===== src/rtl/sc_fe_pkg.sv =====
// Shared definitions for the switched-capacitor front-end phase sequencer.
package sc_fe_pkg;

  typedef enum logic [2:0] {
    ST_IDLE = 3'd0,
    ST_RST  = 3'd1,
    ST_GAP1 = 3'd2,
    ST_INT  = 3'd3,
    ST_GAP2 = 3'd4,
    ST_SAMP = 3'd5,
    ST_NEXT = 3'd6
  } state_e;

  // Analog switch bundle per channel; bit i drives switch s(i+1).
  localparam int unsigned NUM_SW = 6;
  localparam logic [NUM_SW-1:0] SW_MAP_A = 6'b100100;  // s3, s6 (reset)
  localparam logic [NUM_SW-1:0] SW_MAP_B = 6'b011010;  // s2, s4, s5 (integrate)

endpackage


===== src/rtl/sc_phase_sequencer_if.sv =====
// ADC conversion handshake between the phase sequencer (master) and the converter (slave).
interface sc_phase_sequencer_if #(
  parameter int unsigned NUM_CH = 4
);
  localparam int unsigned IDX_W = (NUM_CH > 1) ? $clog2(NUM_CH) : 1;

  logic [IDX_W-1:0] ch_idx;
  logic             sample_req;
  logic             sample_ack;

  modport master (output ch_idx, output sample_req, input sample_ack);
  modport slave  (input ch_idx, input sample_req, output sample_ack);
endinterface


===== src/rtl/sc_next_ch.sv =====
// Finds the next enabled channel strictly above cur, wrapping to the lowest enabled one.
module sc_next_ch #(
  parameter  int unsigned NUM_CH = 4,
  localparam int unsigned IDX_W  = (NUM_CH > 1) ? $clog2(NUM_CH) : 1
) (
  input  logic [NUM_CH-1:0] mask,
  input  logic [IDX_W-1:0]  cur,
  output logic [IDX_W-1:0]  nxt,
  output logic              wrap,
  output logic              any
);

  logic [IDX_W-1:0] lo_idx;
  logic [IDX_W-1:0] hi_idx;
  logic             hi_found;

  // Descending scan: the last hit is the lowest index that qualifies.
  always_comb begin
    lo_idx   = '0;
    hi_idx   = '0;
    hi_found = 1'b0;
    for (int i = int'(NUM_CH) - 1; i >= 0; i--) begin
      if (mask[i]) begin
        lo_idx = IDX_W'(i);
        if (i > int'(cur)) begin
          hi_idx   = IDX_W'(i);
          hi_found = 1'b1;
        end
      end
    end
  end

  assign nxt  = hi_found ? hi_idx : lo_idx;
  assign wrap = !hi_found;
  assign any  = |mask;

endmodule


===== src/rtl/sc_phase_sequencer.sv =====
// Round-robin reset/integrate/sample sequencer for the switched-capacitor ECG channels,
// with break-before-make dead time and an ADC req/ack handshake guarded by a timeout.
module sc_phase_sequencer
  import sc_fe_pkg::*;
#(
  parameter int unsigned NUM_CH = 4,
  parameter int unsigned CNT_W  = 8,
  parameter int unsigned ACK_TO = 64
) (
  input  logic              clk,
  input  logic              rst_n,
  input  logic              run,
  input  logic [CNT_W-1:0]  cfg_t_a,
  input  logic [CNT_W-1:0]  cfg_t_b,
  input  logic [CNT_W-1:0]  cfg_t_dead,
  input  logic [NUM_CH-1:0] cfg_ch_en,
  output logic [NUM_CH-1:0] sw_a,
  output logic [NUM_CH-1:0] sw_b,
  output logic [2:0]        state,
  output logic              frame_done,
  output logic              err_timeout,
  output logic              err_cfg,
  sc_phase_sequencer_if.master adc
);

  localparam int unsigned IDX_W = (NUM_CH > 1) ? $clog2(NUM_CH) : 1;
  localparam int unsigned TO_W  = $clog2(ACK_TO + 1);

  state_e            state_q, state_d;
  logic [CNT_W-1:0]  cnt_q, cnt_d;
  logic [TO_W-1:0]   to_q, to_d;
  logic [IDX_W-1:0]  ch_q, ch_d;
  logic [NUM_CH-1:0] mask_q, mask_d;
  logic [CNT_W-1:0]  ta_q, ta_d, tb_q, tb_d, td_q, td_d;
  logic [NUM_CH-1:0] sw_a_q, sw_a_d, sw_b_q, sw_b_d;
  logic              req_q, req_d, done_q, done_d;
  logic              err_to_q, err_to_d, err_cfg_q, err_cfg_d;
  logic              latch;

  logic [IDX_W-1:0]  nxt_ch, first_ch;
  logic              wrap, any_new;
  logic              unused_any_cur, unused_wrap_first;

  // Successor of the channel in flight within the frame's latched mask.
  sc_next_ch #(.NUM_CH(NUM_CH)) u_next_cur (
    .mask (mask_q),
    .cur  (ch_q),
    .nxt  (nxt_ch),
    .wrap (wrap),
    .any  (unused_any_cur)
  );

  // Searching above the top index yields the lowest enabled channel of the live mask.
  sc_next_ch #(.NUM_CH(NUM_CH)) u_first_new (
    .mask (cfg_ch_en),
    .cur  (IDX_W'(NUM_CH - 1)),
    .nxt  (first_ch),
    .wrap (unused_wrap_first),
    .any  (any_new)
  );

  // Load value for a duration of max(t,1) cycles.
  function automatic logic [CNT_W-1:0] dm1(input logic [CNT_W-1:0] t);
    return (t == '0) ? '0 : t - CNT_W'(1);
  endfunction

  function automatic logic [NUM_CH-1:0] onehot(input logic [IDX_W-1:0] i);
    return NUM_CH'(1) << i;
  endfunction

  // Next-state and next-output logic; switch/req/done outputs default to off.
  always_comb begin
    state_d   = state_q;
    cnt_d     = cnt_q;
    to_d      = to_q;
    ch_d      = ch_q;
    mask_d    = mask_q;
    ta_d      = ta_q;
    tb_d      = tb_q;
    td_d      = td_q;
    sw_a_d    = '0;
    sw_b_d    = '0;
    req_d     = 1'b0;
    done_d    = 1'b0;
    err_to_d  = err_to_q;
    err_cfg_d = err_cfg_q;
    latch     = 1'b0;

    case (state_q)
      ST_IDLE: begin
        if (run) begin
          if (any_new) begin
            latch    = 1'b1;
            err_to_d = 1'b0;
          end else begin
            err_cfg_d = 1'b1;
          end
        end
      end
      ST_RST: begin
        if (cnt_q == '0) begin
          state_d = ST_GAP1;
          cnt_d   = dm1(td_q);
        end else begin
          cnt_d  = cnt_q - CNT_W'(1);
          sw_a_d = onehot(ch_q);
        end
      end
      ST_GAP1: begin
        if (cnt_q == '0) begin
          state_d = ST_INT;
          cnt_d   = dm1(tb_q);
          sw_b_d  = onehot(ch_q);
        end else begin
          cnt_d = cnt_q - CNT_W'(1);
        end
      end
      ST_INT: begin
        if (cnt_q == '0) begin
          state_d = ST_GAP2;
          cnt_d   = dm1(td_q);
        end else begin
          cnt_d  = cnt_q - CNT_W'(1);
          sw_b_d = onehot(ch_q);
        end
      end
      ST_GAP2: begin
        if (cnt_q == '0) begin
          state_d = ST_SAMP;
          to_d    = '0;
          req_d   = 1'b1;
        end else begin
          cnt_d = cnt_q - CNT_W'(1);
        end
      end
      ST_SAMP: begin
        if (adc.sample_ack) begin
          state_d = ST_NEXT;
          done_d  = wrap;
        end else if (to_q == TO_W'(ACK_TO - 1)) begin
          state_d  = ST_NEXT;
          done_d   = wrap;
          err_to_d = 1'b1;
        end else begin
          to_d  = to_q + TO_W'(1);
          req_d = 1'b1;
        end
      end
      ST_NEXT: begin
        if (!wrap) begin
          state_d = ST_RST;
          ch_d    = nxt_ch;
          cnt_d   = dm1(ta_q);
          sw_a_d  = onehot(nxt_ch);
        end else if (run && any_new) begin
          latch = 1'b1;
        end else begin
          state_d = ST_IDLE;
          ch_d    = nxt_ch;
          if (run) err_cfg_d = 1'b1;
        end
      end
      default: state_d = ST_IDLE;
    endcase

    // Frame start: configuration is captured only here.
    if (latch) begin
      mask_d  = cfg_ch_en;
      ta_d    = cfg_t_a;
      tb_d    = cfg_t_b;
      td_d    = cfg_t_dead;
      ch_d    = first_ch;
      state_d = ST_RST;
      cnt_d   = dm1(cfg_t_a);
      sw_a_d  = onehot(first_ch);
    end
  end

  always_ff @(posedge clk) begin
    if (!rst_n) begin
      state_q   <= ST_IDLE;
      cnt_q     <= '0;
      to_q      <= '0;
      ch_q      <= '0;
      mask_q    <= '0;
      ta_q      <= '0;
      tb_q      <= '0;
      td_q      <= '0;
      sw_a_q    <= '0;
      sw_b_q    <= '0;
      req_q     <= 1'b0;
      done_q    <= 1'b0;
      err_to_q  <= 1'b0;
      err_cfg_q <= 1'b0;
    end else begin
      state_q   <= state_d;
      cnt_q     <= cnt_d;
      to_q      <= to_d;
      ch_q      <= ch_d;
      mask_q    <= mask_d;
      ta_q      <= ta_d;
      tb_q      <= tb_d;
      td_q      <= td_d;
      sw_a_q    <= sw_a_d;
      sw_b_q    <= sw_b_d;
      req_q     <= req_d;
      done_q    <= done_d;
      err_to_q  <= err_to_d;
      err_cfg_q <= err_cfg_d;
    end
  end

  assign state          = state_q;
  assign sw_a           = sw_a_q;
  assign sw_b           = sw_b_q;
  assign frame_done     = done_q;
  assign err_timeout    = err_to_q;
  assign err_cfg        = err_cfg_q;
  assign adc.ch_idx     = ch_q;
  assign adc.sample_req = req_q;

endmodule

===== src/flat_wrapper.sv =====
// flat-port wrapper written by rule: the top's interface ports become plain ports
module sc_phase_sequencer_flat import sc_fe_pkg::*;
#(
  parameter int unsigned NUM_CH = 4,
  parameter int unsigned CNT_W  = 8,
  parameter int unsigned ACK_TO = 64
)
  (clk, rst_n, run, cfg_t_a, cfg_t_b, cfg_t_dead, cfg_ch_en, sw_a, sw_b, state, frame_done, err_timeout, err_cfg, adc_ch_idx, adc_sample_req, adc_sample_ack);
  sc_phase_sequencer_if #(.NUM_CH(NUM_CH)) adc_i ();
  input  logic clk;
  input  logic rst_n;
  input  logic run;
  input  logic [CNT_W-1:0] cfg_t_a;
  input  logic [CNT_W-1:0] cfg_t_b;
  input  logic [CNT_W-1:0] cfg_t_dead;
  input  logic [NUM_CH-1:0] cfg_ch_en;
  output logic [NUM_CH-1:0] sw_a;
  output logic [NUM_CH-1:0] sw_b;
  output logic [2:0] state;
  output logic frame_done;
  output logic err_timeout;
  output logic err_cfg;
  output wire logic [$bits(adc_i.ch_idx)-1:0] adc_ch_idx;
  output wire logic [$bits(adc_i.sample_req)-1:0] adc_sample_req;
  input wire logic [$bits(adc_i.sample_ack)-1:0] adc_sample_ack;
  assign adc_ch_idx = adc_i.ch_idx;
  assign adc_sample_req = adc_i.sample_req;
  assign adc_i.sample_ack = adc_sample_ack;
  sc_phase_sequencer #(.NUM_CH(NUM_CH), .CNT_W(CNT_W), .ACK_TO(ACK_TO)) u_core (.clk(clk), .rst_n(rst_n), .run(run), .cfg_t_a(cfg_t_a), .cfg_t_b(cfg_t_b), .cfg_t_dead(cfg_t_dead), .cfg_ch_en(cfg_ch_en), .sw_a(sw_a), .sw_b(sw_b), .state(state), .frame_done(frame_done), .err_timeout(err_timeout), .err_cfg(err_cfg), .adc(adc_i));
endmodule

===== config.mk =====
export PLATFORM = sky130hd
export DESIGN_NAME = sc_phase_sequencer_flat
export DESIGN_NICKNAME = d
export VERILOG_FILES = /design/src/rtl/sc_fe_pkg.sv /design/src/rtl/sc_phase_sequencer_if.sv /design/src/rtl/sc_next_ch.sv /design/src/rtl/sc_phase_sequencer.sv /design/src/flat_wrapper.sv
export SDC_FILE = /design/constraint.sdc
export NUM_CORES = 1
export LEC_CHECK = 0
export BUFFER_PORTS_ARGS = -buffer_cell sky130_fd_sc_hd__buf_4
export CORE_UTILIZATION = 45
export CTS_CLUSTER_SIZE = 30
export DETAILED_ROUTE_END_ITERATION = 10
export HOLD_SLACK_MARGIN = 0.05
export MAX_ROUTING_LAYER = met4
export PLACE_DENSITY = 0.67
export SYNTH_ARGS = -nofsm -noshare
export SYNTH_HDL_FRONTEND = slang
export SYNTH_SLANG_ARGS = --single-unit

===== constraint.sdc =====
create_clock -name clk -period 2.2 [get_ports clk]
set_input_delay 0.33 -clock clk [delete_from_list [all_inputs] [get_ports clk]]
set_output_delay 0.33 -clock clk [all_outputs]
set_load 0.005 [all_outputs]

==> results of run 1 <==
## registers in the layout, indices dropped and copies added (netlist names), 2 cells and up
name and count:
u_core.sw_b 4, u_core.cnt_q 8, u_core.tb_q 8, u_core.sw_a 4, u_core.ta_q 8, u_core.td_q 8, u_core.state 3, u_core.to_q 7
u_core.adc.ch_idx 2, u_core.mask_q 4
## metal layers
| layer | vias to the layer above | part of all wire |
|---|---|---|
| li1 | 1937 | - |
| met1 | 1779 | 0.47 |
| met4 | 0 | 0.020 |
| met2 | 136 | 0.45 |
| met5 | - | 0 |
| met3 | 23 | 0.061 |
## placed cells by master (no fill, tap or decap), types with 9 or more instances in the layout
master,instances
buf_4,107
nand2_1,83
dfxtp_1,59
a21oi_1,45
nor2_1,35
o21ai_0,21
inv_1,18
nor3_1,14
xnor2_1,14
nand3_1,12
xor2_1,11
clkbuf_8,10
nor4_1,9
## kinds of logic after synthesis
family,after synthesis
AOI/OAI and AO/OA,131
xor gates and xnor gates,25
adders and majority gates,7
buffers and inverters,44
DFF,60
muxes,4
and+or+nand+nor,208
## area by class of cell
cell class	instances	area, um2
Clock inverter	5	36.3
Tap cell	102	128
Multi-Input combinational cell	376	2360
Sequential cell	60	1200
Timing Repair Buffer	108	823
Fill cell	717	3000
Clock buffer	11	141
Inverter	20	75.1
## worst paths after layout
check | cells after the start | startpoint | end | slack [ns]
max | 7 | u_core.cnt_q[5] | u_core.cnt_q[7] | 0.05
max reg2reg | 7 | u_core.cnt_q[5] | u_core.cnt_q[7] | 0.05
min | 3 | cfg_t_b[0] | u_core.tb_q[0] | 0.22
min reg2reg | 2 | u_core.err_cfg | u_core.err_cfg | 0.48
## worst max-delay path, stage by stage (launching register included)
cell and delay (ns):
dfxtp_1 0.35, or4_4 0.60, nor4_2 0.18, buf_4 0.18
xnor2_1 0.08, a211o_1 0.29, o211ai_1 0.22, a31oi_1 0.11
## power groups by stage
| stage | Clock (mW) | Combinational (mW) | Sequential, mW |
|---|---|---|---|
| 6_report | 0.913 | 1.77 | 1.29 |
| 3_3_place_gp | 0 | 1.63 | 1.31 |
| 4_1_cts | 0.931 | 1.65 | 1.29 |
| 5_1_grt | 0.984 | 1.92 | 1.31 |
| 3_5_place_dp | 0 | 1.63 | 1.31 |
| 2_1_floorplan | 0 | 1.02 | 1.31 |
## repair_timing
item	4_1_cts	5_1_grt
endpoints found under the hold margin	0	0
gates resized for setup	1	19
pin swaps	0	7
setup endpoints to repair	1	30
gates cloned	0	1
setup buffers	0	2
==> flow_metrics.env, run 1 <==
export IMPL_tightest_slew_ns=0.658
export IMPL_dp_hpwl_um=7870
export IMPL_hold_path_class="input pin to register"
export IMPL_crit_type="register to register"
export IMPL_nets=614
export IMPL_synth_seq_cells=60
export IMPL_hold_viol_final=0
export IMPL_busiest_layer="met2"
export IMPL_synth_area_leaders="dfxtp_1 (33%), nand2_1 (8.6%), a21oi_1 (6.3%)"
export IMPL_rsz0062_at_grt="true"
export IMPL_ant_nets=0
export IMPL_synth_fp_nets=518
export IMPL_cts_sinks=60
export IMPL_grt_use_met2=0.412
export IMPL_comb_power_share=0.445
export IMPL_gr_total_overflow=0
export IMPL_die_width_um=91.9
export IMPL_drcViolationCount=0
export IMPL_grt_util_met3=0.0564
export IMPL_synthSimpleGateAreaFrac=0.282
export IMPL_stdcell_area_um2=4770
export IMPL_clock_skew_ns=0.00976
export IMPL_ios=49
export IMPL_grt_pass1_vias=3588
export IMPL_clk_pin_slew_ns=0.07
export IMPL_initial_utilization=0.468
export IMPL_netlist_instances=479
export IMPL_grt_max_degree=22
export IMPL_row_count=32
export IMPL_synth_common_cells="nand2_1 (83), dfxtp_1 (60), a21oi_1 (46)"
export IMPL_drt_total_wl_um=10400
export IMPL_finalSetupTns_ns=0
export IMPL_met1_usage=0.347
export IMPL_gp_congestion=0.965
export IMPL_hold_worst_slack_ns=0.221
export IMPL_cts_tree="yes"
export IMPL_via_per_inst=5.68
export IMPL_die_area_um2=8450
export IMPL_grt_pass1_wl_um=17200
export IMPL_placed_area_um2=4470
export IMPL_dp_cells=663
export IMPL_core_area_um2=7770
export IMPL_ys_flop_type="dfxtp_1"
export IMPL_synthMuxAreaShare=0.0114
export IMPL_vias=3875
export IMPL_run_status="completed"
export IMPL_synthArstFlopShare=0
export IMPL_final_cells=682
export IMPL_cts_root_buffer="clkbuf_8"
export IMPL_antenna_found_initial=0
export IMPL_start_kind="register"
export IMPL_synth_compound_gate_area_share=0.237
export IMPL_synth_top_area_share=0.330
export IMPL_portBuffers=48
export IMPL_synth_most_common_cell="nand2_1"
export IMPL_drv_slew=0
export IMPL_synth_xor_area_share=0.0602
export IMPL_drive_gt1_frac=0.272
export IMPL_p_per_area_nw_per_um2=833
export IMPL_area_growth_pct=31.2
export IMPL_p_switching_mw=1.51
export IMPL_leakage_nw=1.92
export IMPL_cp_arrival_ns=2.37
export IMPL_synth_edf_count=0
export IMPL_holdBufCountCts=0
export IMPL_p_total_mw=3.97
export IMPL_clk_path_buf_depth=2
export IMPL_drv_cap=0
export IMPL_setup_viol=0
export IMPL_required_ns=2.43
export IMPL_crit_path_max_fanout=7
export IMPL_post_route_period_util=0.976
export IMPL_utilization=0.614
export IMPL_pwr_share_clk=0.230
export IMPL_synth_area_um2=3640
export IMPL_antenna_cells=0
export IMPL_p_int_mw=2.47
export IMPL_synth_top_family_by_area="simple AND/OR/NAND/NOR gates"
export IMPL_maxSlewHeadroom=0.561
export IMPL_cts_buffers=9
export IMPL_htreeDepth=3
export IMPL_synth_fa_ha_area_frac=0.0241
export IMPL_grt_usage=0.265
export IMPL_ys_seq_area_frac=0.330
export IMPL_avgSynthCellArea_um2=7.59
export IMPL_pwr_share_seq=0.325
export IMPL_die_y_um=91.9
export IMPL_synth_warnings=0
export IMPL_period_needed_ns=2.15
export IMPL_clock_latency_ns=0.35
export IMPL_drtPass1Iterations=5
export IMPL_fin_ws_ns=0.0536
export IMPL_synth_distinct_cells=60
export IMPL_place_ws_ns=-0.000935
export IMPL_fmaxAchievable_ghz=0.466
export IMPL_peakVddDrop_mv=0.391
export IMPL_wl_per_cell_um=15.3
export IMPL_worst_setup_path_end_kind="register"
export IMPL_p_sw_frac=0.379
export IMPL_drtIter0Drc=307
export IMPL_yosysTopAreaCell="dfxtp_1"
(Power assumes the default switching activity.)
==> run 2, diff against run 1 <==
--- a/config.mk
+++ b/config.mk
@@ -11,7 +11,6 @@
 export DETAILED_ROUTE_END_ITERATION = 10
 export HOLD_SLACK_MARGIN = 0.05
 export MAX_ROUTING_LAYER = met4
-export PLACE_DENSITY = 0.67
 export SYNTH_ARGS = -nofsm -noshare
 export SYNTH_HDL_FRONTEND = slang
 export SYNTH_SLANG_ARGS = --single-unit
==> constraint.sdc (replaced) <==
create_clock -name clk -period 2.6 [get_ports clk]
set_input_delay 0.39 -clock clk [delete_from_list [all_inputs] [get_ports clk]]
set_output_delay 0.39 -clock clk [all_outputs]
set_load 0.005 [all_outputs]
==> flow_metrics.env, run 2 (synthesized netlist as in run 1, its figures left out) <==
export IMPL_r2r_cells=7
export IMPL_r2r_start="u_core.cnt_q[1]"
export IMPL_die_y_um=91.9
export IMPL_cpPeakStageDelay_ns=0.50
export IMPL_clock_latency_ns=0.35
export IMPL_cts_resized=0
export IMPL_die_area_um2=8450
export IMPL_setup_viol=0
export IMPL_dp_cells=630
export IMPL_crit_family="simple AND/OR/NAND/NOR gates"
export IMPL_finalSetupTns_ns=0
export IMPL_post_route_period_util=0.919
export IMPL_p_per_area_nw_per_um2=743
export IMPL_hold_path_class="input pin to register"
export IMPL_vias=3632
export IMPL_antenna_cells=0
export IMPL_antenna_found_initial=0
export IMPL_grt_pass1_wl_um=16400
export IMPL_holdPathStages=3
export IMPL_area_growth_pct=21.3
export IMPL_layout_commonest_cell="nand2_1"
export IMPL_drv_cap=0
export IMPL_clock_skew_ns=0.0122
export IMPL_drive_gt1_frac=0.193
export IMPL_required_ns=2.89
export IMPL_leakage_nw=1.75
export IMPL_grt_max_degree=26
export IMPL_cts_setup_buffers=0
export IMPL_cp_arrival_ns=2.68
export IMPL_multi_input_area_um2=2240
export IMPL_cts_root_buffer="clkbuf_8"
export IMPL_hold_viol_final=0
export IMPL_cp_cell_sequence="inv_1, ha_1, or3b_2, or3_4, a32o_2, o21ai_0, o221a_1"
export IMPL_dp_hpwl_um=7440
export IMPL_drtIter0Drc=255
export IMPL_crit_type="register to register"
export IMPL_nets=578
export IMPL_cts_tree="yes"
export IMPL_crit_path_max_fanout=16
export IMPL_period_needed_ns=2.39
export IMPL_critPathCapture="u_core.cnt_q[1]"
export IMPL_drtPass1Iterations=5
export IMPL_path_depth=7
export IMPL_cts_sinks=60
export IMPL_rsz0062_at_grt="false"
export IMPL_wl_per_cell_um=15.4
export IMPL_peakVddDrop_mv=0.384
export IMPL_r2r_slack_ns=0.21
export IMPL_grt_usage=0.252
export IMPL_seq_area_um2=1200
export IMPL_tightest_slew_ns=0.592
export IMPL_final_cells=646
export IMPL_cts_buffers=9
export IMPL_fmaxAchievable_ghz=0.419
export IMPL_run_status="completed"
export IMPL_portBuffers=48
export IMPL_layout_common_cells="nand2_1 (83), buf_4 (73), dfxtp_1 (60), a21oi_1 (46), nor2_1 (35)"
export IMPL_row_count=32
export IMPL_cpMaxStageDelayCell="or3b_2"
export IMPL_htreeDepth=3
export IMPL_gp_congestion=0.950
export IMPL_die_width_um=91.9
export IMPL_drt_total_wl_um=9920
export IMPL_maxSlewHeadroom=0.602
export IMPL_clk_path_buf_depth=2
export IMPL_ant_nets=0
export IMPL_via_per_inst=5.62
export IMPL_worstPathBufferInverterCount=1
export IMPL_core_area_um2=7770
export IMPL_start_kind="register"
export IMPL_drcViolationCount=0
export IMPL_drv_slew=0
export IMPL_worst_setup_path_end_kind="register"
export IMPL_gr_total_overflow=0
export IMPL_initial_utilization=0.468
export IMPL_ios=49
export IMPL_holdBufCountCts=0
export IMPL_clk_pin_slew_ns=0.08
export IMPL_fillers=771
export IMPL_crit_start="u_core.cnt_q[1]"
export IMPL_grt_pass1_vias=3271
export IMPL_rr_endpoint="u_core.cnt_q[1]"
## run 2: changes by cell type in the layout (fill, tap and decap cells not counted), moves of 2 or more
| cell | previous run | this run |
|---|---|---|
| bufinv_16 | 0 | 2 |
| inv_1 | 18 | 20 |
| a221oi_1 | 1 | 3 |
| or3b_2 | 2 | 4 |
| buf_4 | 107 | 73 |
| inv_2 | 2 | 0 |
| or3b_4 | 2 | 0 |
| ha_1 | 5 | 7 |
| clkinvlp_4 | 3 | 1 |
| a221oi_2 | 2 | 0 |
| nor3_1 | 14 | 16 |
## run 2: final cells by class
type                    instances  share of cell area
flip-flops and latches         60               0.272
clock buffers                   9              0.0281
inverters                      20              0.0170
multi-input cells             375               0.507
repair buffers                 73               0.124
clock inverters                 7              0.0224
well taps                     102              0.0289
## run 2: worst register-to-register path: stages, from the launching register on
cell and delay, ns:
dfxtp_1 0.35, inv_1 0.07, ha_1 0.26, or3b_2 0.50, or3_4 0.42, a32o_2 0.39
o21ai_0 0.14, o221a_1 0.21
## run 2: through the flow
stage / power, mW / setup slack [ns] / hold slack (ns) / cell area, um2 / util
3_3_place_gp: 2.32 / 0.283 / 0.470 / 4190 / 0.539
6_report: 3.28 / 0.211 / 0.282 / 4410 / 0.568
2_1_floorplan: 1.93 / 0.230 / 0.456 / 3640 / -
5_1_grt: 3.48 / 0.103 / 0.279 / 4410 / 0.568
3_5_place_dp: 2.31 / 0.246 / 0.479 / 4190 / 0.539
4_1_cts: 3.28 / 0.232 / 0.273 / 4410 / 0.568
## run 2: worst min-delay path by stage
stage | slack, ns | start | end
2_1_floorplan | 0.46 | u_core.td_q[5] | u_core.td_q[5]
3_3_place_gp | 0.47 | u_core.ta_q[1] | u_core.ta_q[1]
3_5_place_dp | 0.48 | u_core.err_timeout | u_core.err_timeout
4_1_cts | 0.27 | cfg_t_b[6] | u_core.tb_q[6]
5_1_grt | 0.28 | cfg_t_b[0] | u_core.tb_q[0]
6_report | 0.28 | cfg_t_b[1] | u_core.tb_q[1]
## run 2: routing by layer
| layer | track usage | vias up | routed length (um) |
|---|---|---|---|
| met3 | 0.0522 | 16 | 472 |
| met1 | 0.350 | 1669 | 4960 |
| li1 | - | 1843 | - |
| met5 | - | - | 0 |
| met4 | 0.0768 | 0 | 198 |
| met2 | 0.367 | 104 | 4290 |
## run 2: report_power, final
part	internal [mW]	total, mW	switching (mW)
clock	0.546	0.962	0.416
sequential	1.00	1.11	0.104
combinational	0.527	1.21	0.683
total	2.07	3.28	1.20
==> run 3, diff against run 2 <==
--- a/config.mk
+++ b/config.mk
@@ -11,6 +11,7 @@
 export DETAILED_ROUTE_END_ITERATION = 10
 export HOLD_SLACK_MARGIN = 0.05
 export MAX_ROUTING_LAYER = met4
+export RECOVER_POWER = 100
 export SYNTH_ARGS = -nofsm -noshare
 export SYNTH_HDL_FRONTEND = slang
 export SYNTH_SLANG_ARGS = --single-unit
==> flow_metrics.env, run 3 (synthesized netlist as in run 1, its figures left out) <==
export IMPL_run_status="completed"
export IMPL_maxSlewHeadroom=0.601
export IMPL_cts_resized=0
export IMPL_layout_commonest_cell="nand2_1"
export IMPL_core_area_um2=7770
export IMPL_drcViolationCount=0
export IMPL_r2r_slack_ns=0.20
export IMPL_cts_sinks=60
export IMPL_antenna_cells=0
export IMPL_clock_latency_ns=0.35
export IMPL_grt_pass1_vias=3271
export IMPL_clk_pin_slew_ns=0.08
export IMPL_tightest_slew_ns=0.594
export IMPL_via_per_inst=5.65
export IMPL_cts_setup_buffers=0
export IMPL_post_route_period_util=0.925
export IMPL_drtIter0Drc=253
export IMPL_finalSetupTns_ns=0
export IMPL_ant_nets=0
export IMPL_cp_cell_sequence="inv_1, ha_1, or3b_2, or3_1, a32o_2, o21ai_0, o221a_1"
export IMPL_hold_viol_final=0
export IMPL_area_growth_pct=20.2
export IMPL_drt_total_wl_um=9930
export IMPL_cp_arrival_ns=2.69
export IMPL_drive_gt1_frac=0.175
export IMPL_initial_utilization=0.468
export IMPL_die_area_um2=8450
export IMPL_cpPeakStageDelay_ns=0.49
export IMPL_grt_usage=0.252
export IMPL_drtPass1Iterations=5
export IMPL_fin_ws_ns=0.195
export IMPL_period_needed_ns=2.40
export IMPL_crit_type="register to register"
export IMPL_grt_pass1_wl_um=16400
export IMPL_clock_skew_ns=0.0109
export IMPL_peakVddDrop_mv=0.386
export IMPL_dp_cells=630
export IMPL_htreeDepth=3
export IMPL_portBuffers=48
export IMPL_wl_per_cell_um=15.4
export IMPL_gr_total_overflow=0
export IMPL_clk_path_buf_depth=2
export IMPL_ios=49
export IMPL_start_kind="register"
export IMPL_hold_worst_slack_ns=0.283
export IMPL_holdBufCountCts=0
export IMPL_cts_root_buffer="clkbuf_8"
export IMPL_cts_buffers=9
export IMPL_die_y_um=91.9
export IMPL_leakage_nw=1.71
export IMPL_fmaxAchievable_ghz=0.416
export IMPL_drv_cap=0
export IMPL_crit_path_max_fanout=16
export IMPL_row_count=32
export IMPL_dp_hpwl_um=7440
export IMPL_die_width_um=91.9
export IMPL_grt_max_degree=26
export IMPL_nets=578
export IMPL_layout_common_cells="nand2_1 (83), dfxtp_1 (60), buf_4 (53), a21oi_1 (46), nor2_1 (36)"
export IMPL_setup_viol=0
export IMPL_drv_slew=0
export IMPL_cpMaxStageDelayCell="or3b_2"
export IMPL_cts_tree="yes"
export IMPL_required_ns=2.89
export IMPL_vias=3650
export IMPL_antenna_found_initial=0
export IMPL_final_cells=646
export IMPL_place_ws_ns=0.246
export IMPL_hold_path_class="input pin to register"
export IMPL_gp_congestion=0.950
export IMPL_p_per_area_nw_per_um2=745
export IMPL_rsz0062_at_grt="false"
export IMPL_worst_setup_path_end_kind="register"
==> run 3: path summary, 6_finish.rpt <==
kind	endpoint	depth (start not counted)	from
worst max-delay path	u_core.cnt_q[1]	7	u_core.cnt_q[1]
worst min-delay path	u_core.tb_q[1]	3	cfg_t_b[1]
worst max register to register	u_core.cnt_q[1]	7	u_core.cnt_q[1]
worst min register to register	u_core.mask_q[0]	2	u_core.mask_q[0]
==> run 3: metal layers <==
layer,vias up,global-route usage,share of wire
met3,16,0.0522,0.055
met1,1671,0.350,0.49
met4,0,0.0768,0.020
met2,116,0.367,0.43
met5,-,-,0
li1,1847,-,-
==> run 3: final cells by class <==
class                      instances  area [um2]
clock inverter                     7        98.8
clock buffer                       9         124
sequential                        60        1200
timing repair buffer              73         518
inverter                          20        75.1
tap                              102         128
multi-input combinational        375        2230
fill                             780        3390
==> run 3: worst max-delay path, delay by kind of cell, from the launching register on <==
family          cells  cell delay, ns
compound gates      3            0.73
fa+ha+maj           1            0.26
buf+inv             1            0.07
flops               1            0.35
simple gates        2            0.94
==> run 3: where the power goes <==
group          switching [mW]  internal (mW)
Clock                   0.414          0.546
Combinational           0.681          0.514
Sequential              0.103           1.00
==> run 3: through the flow <==
step	util	instance area, um2	total power, mW
floorplan	-	3640	1.93
global placement	0.539	4190	2.32
detailed placement	0.539	4190	2.31
CTS	0.568	4410	3.28
global route	0.563	4370	3.46
finish	0.563	4370	3.26
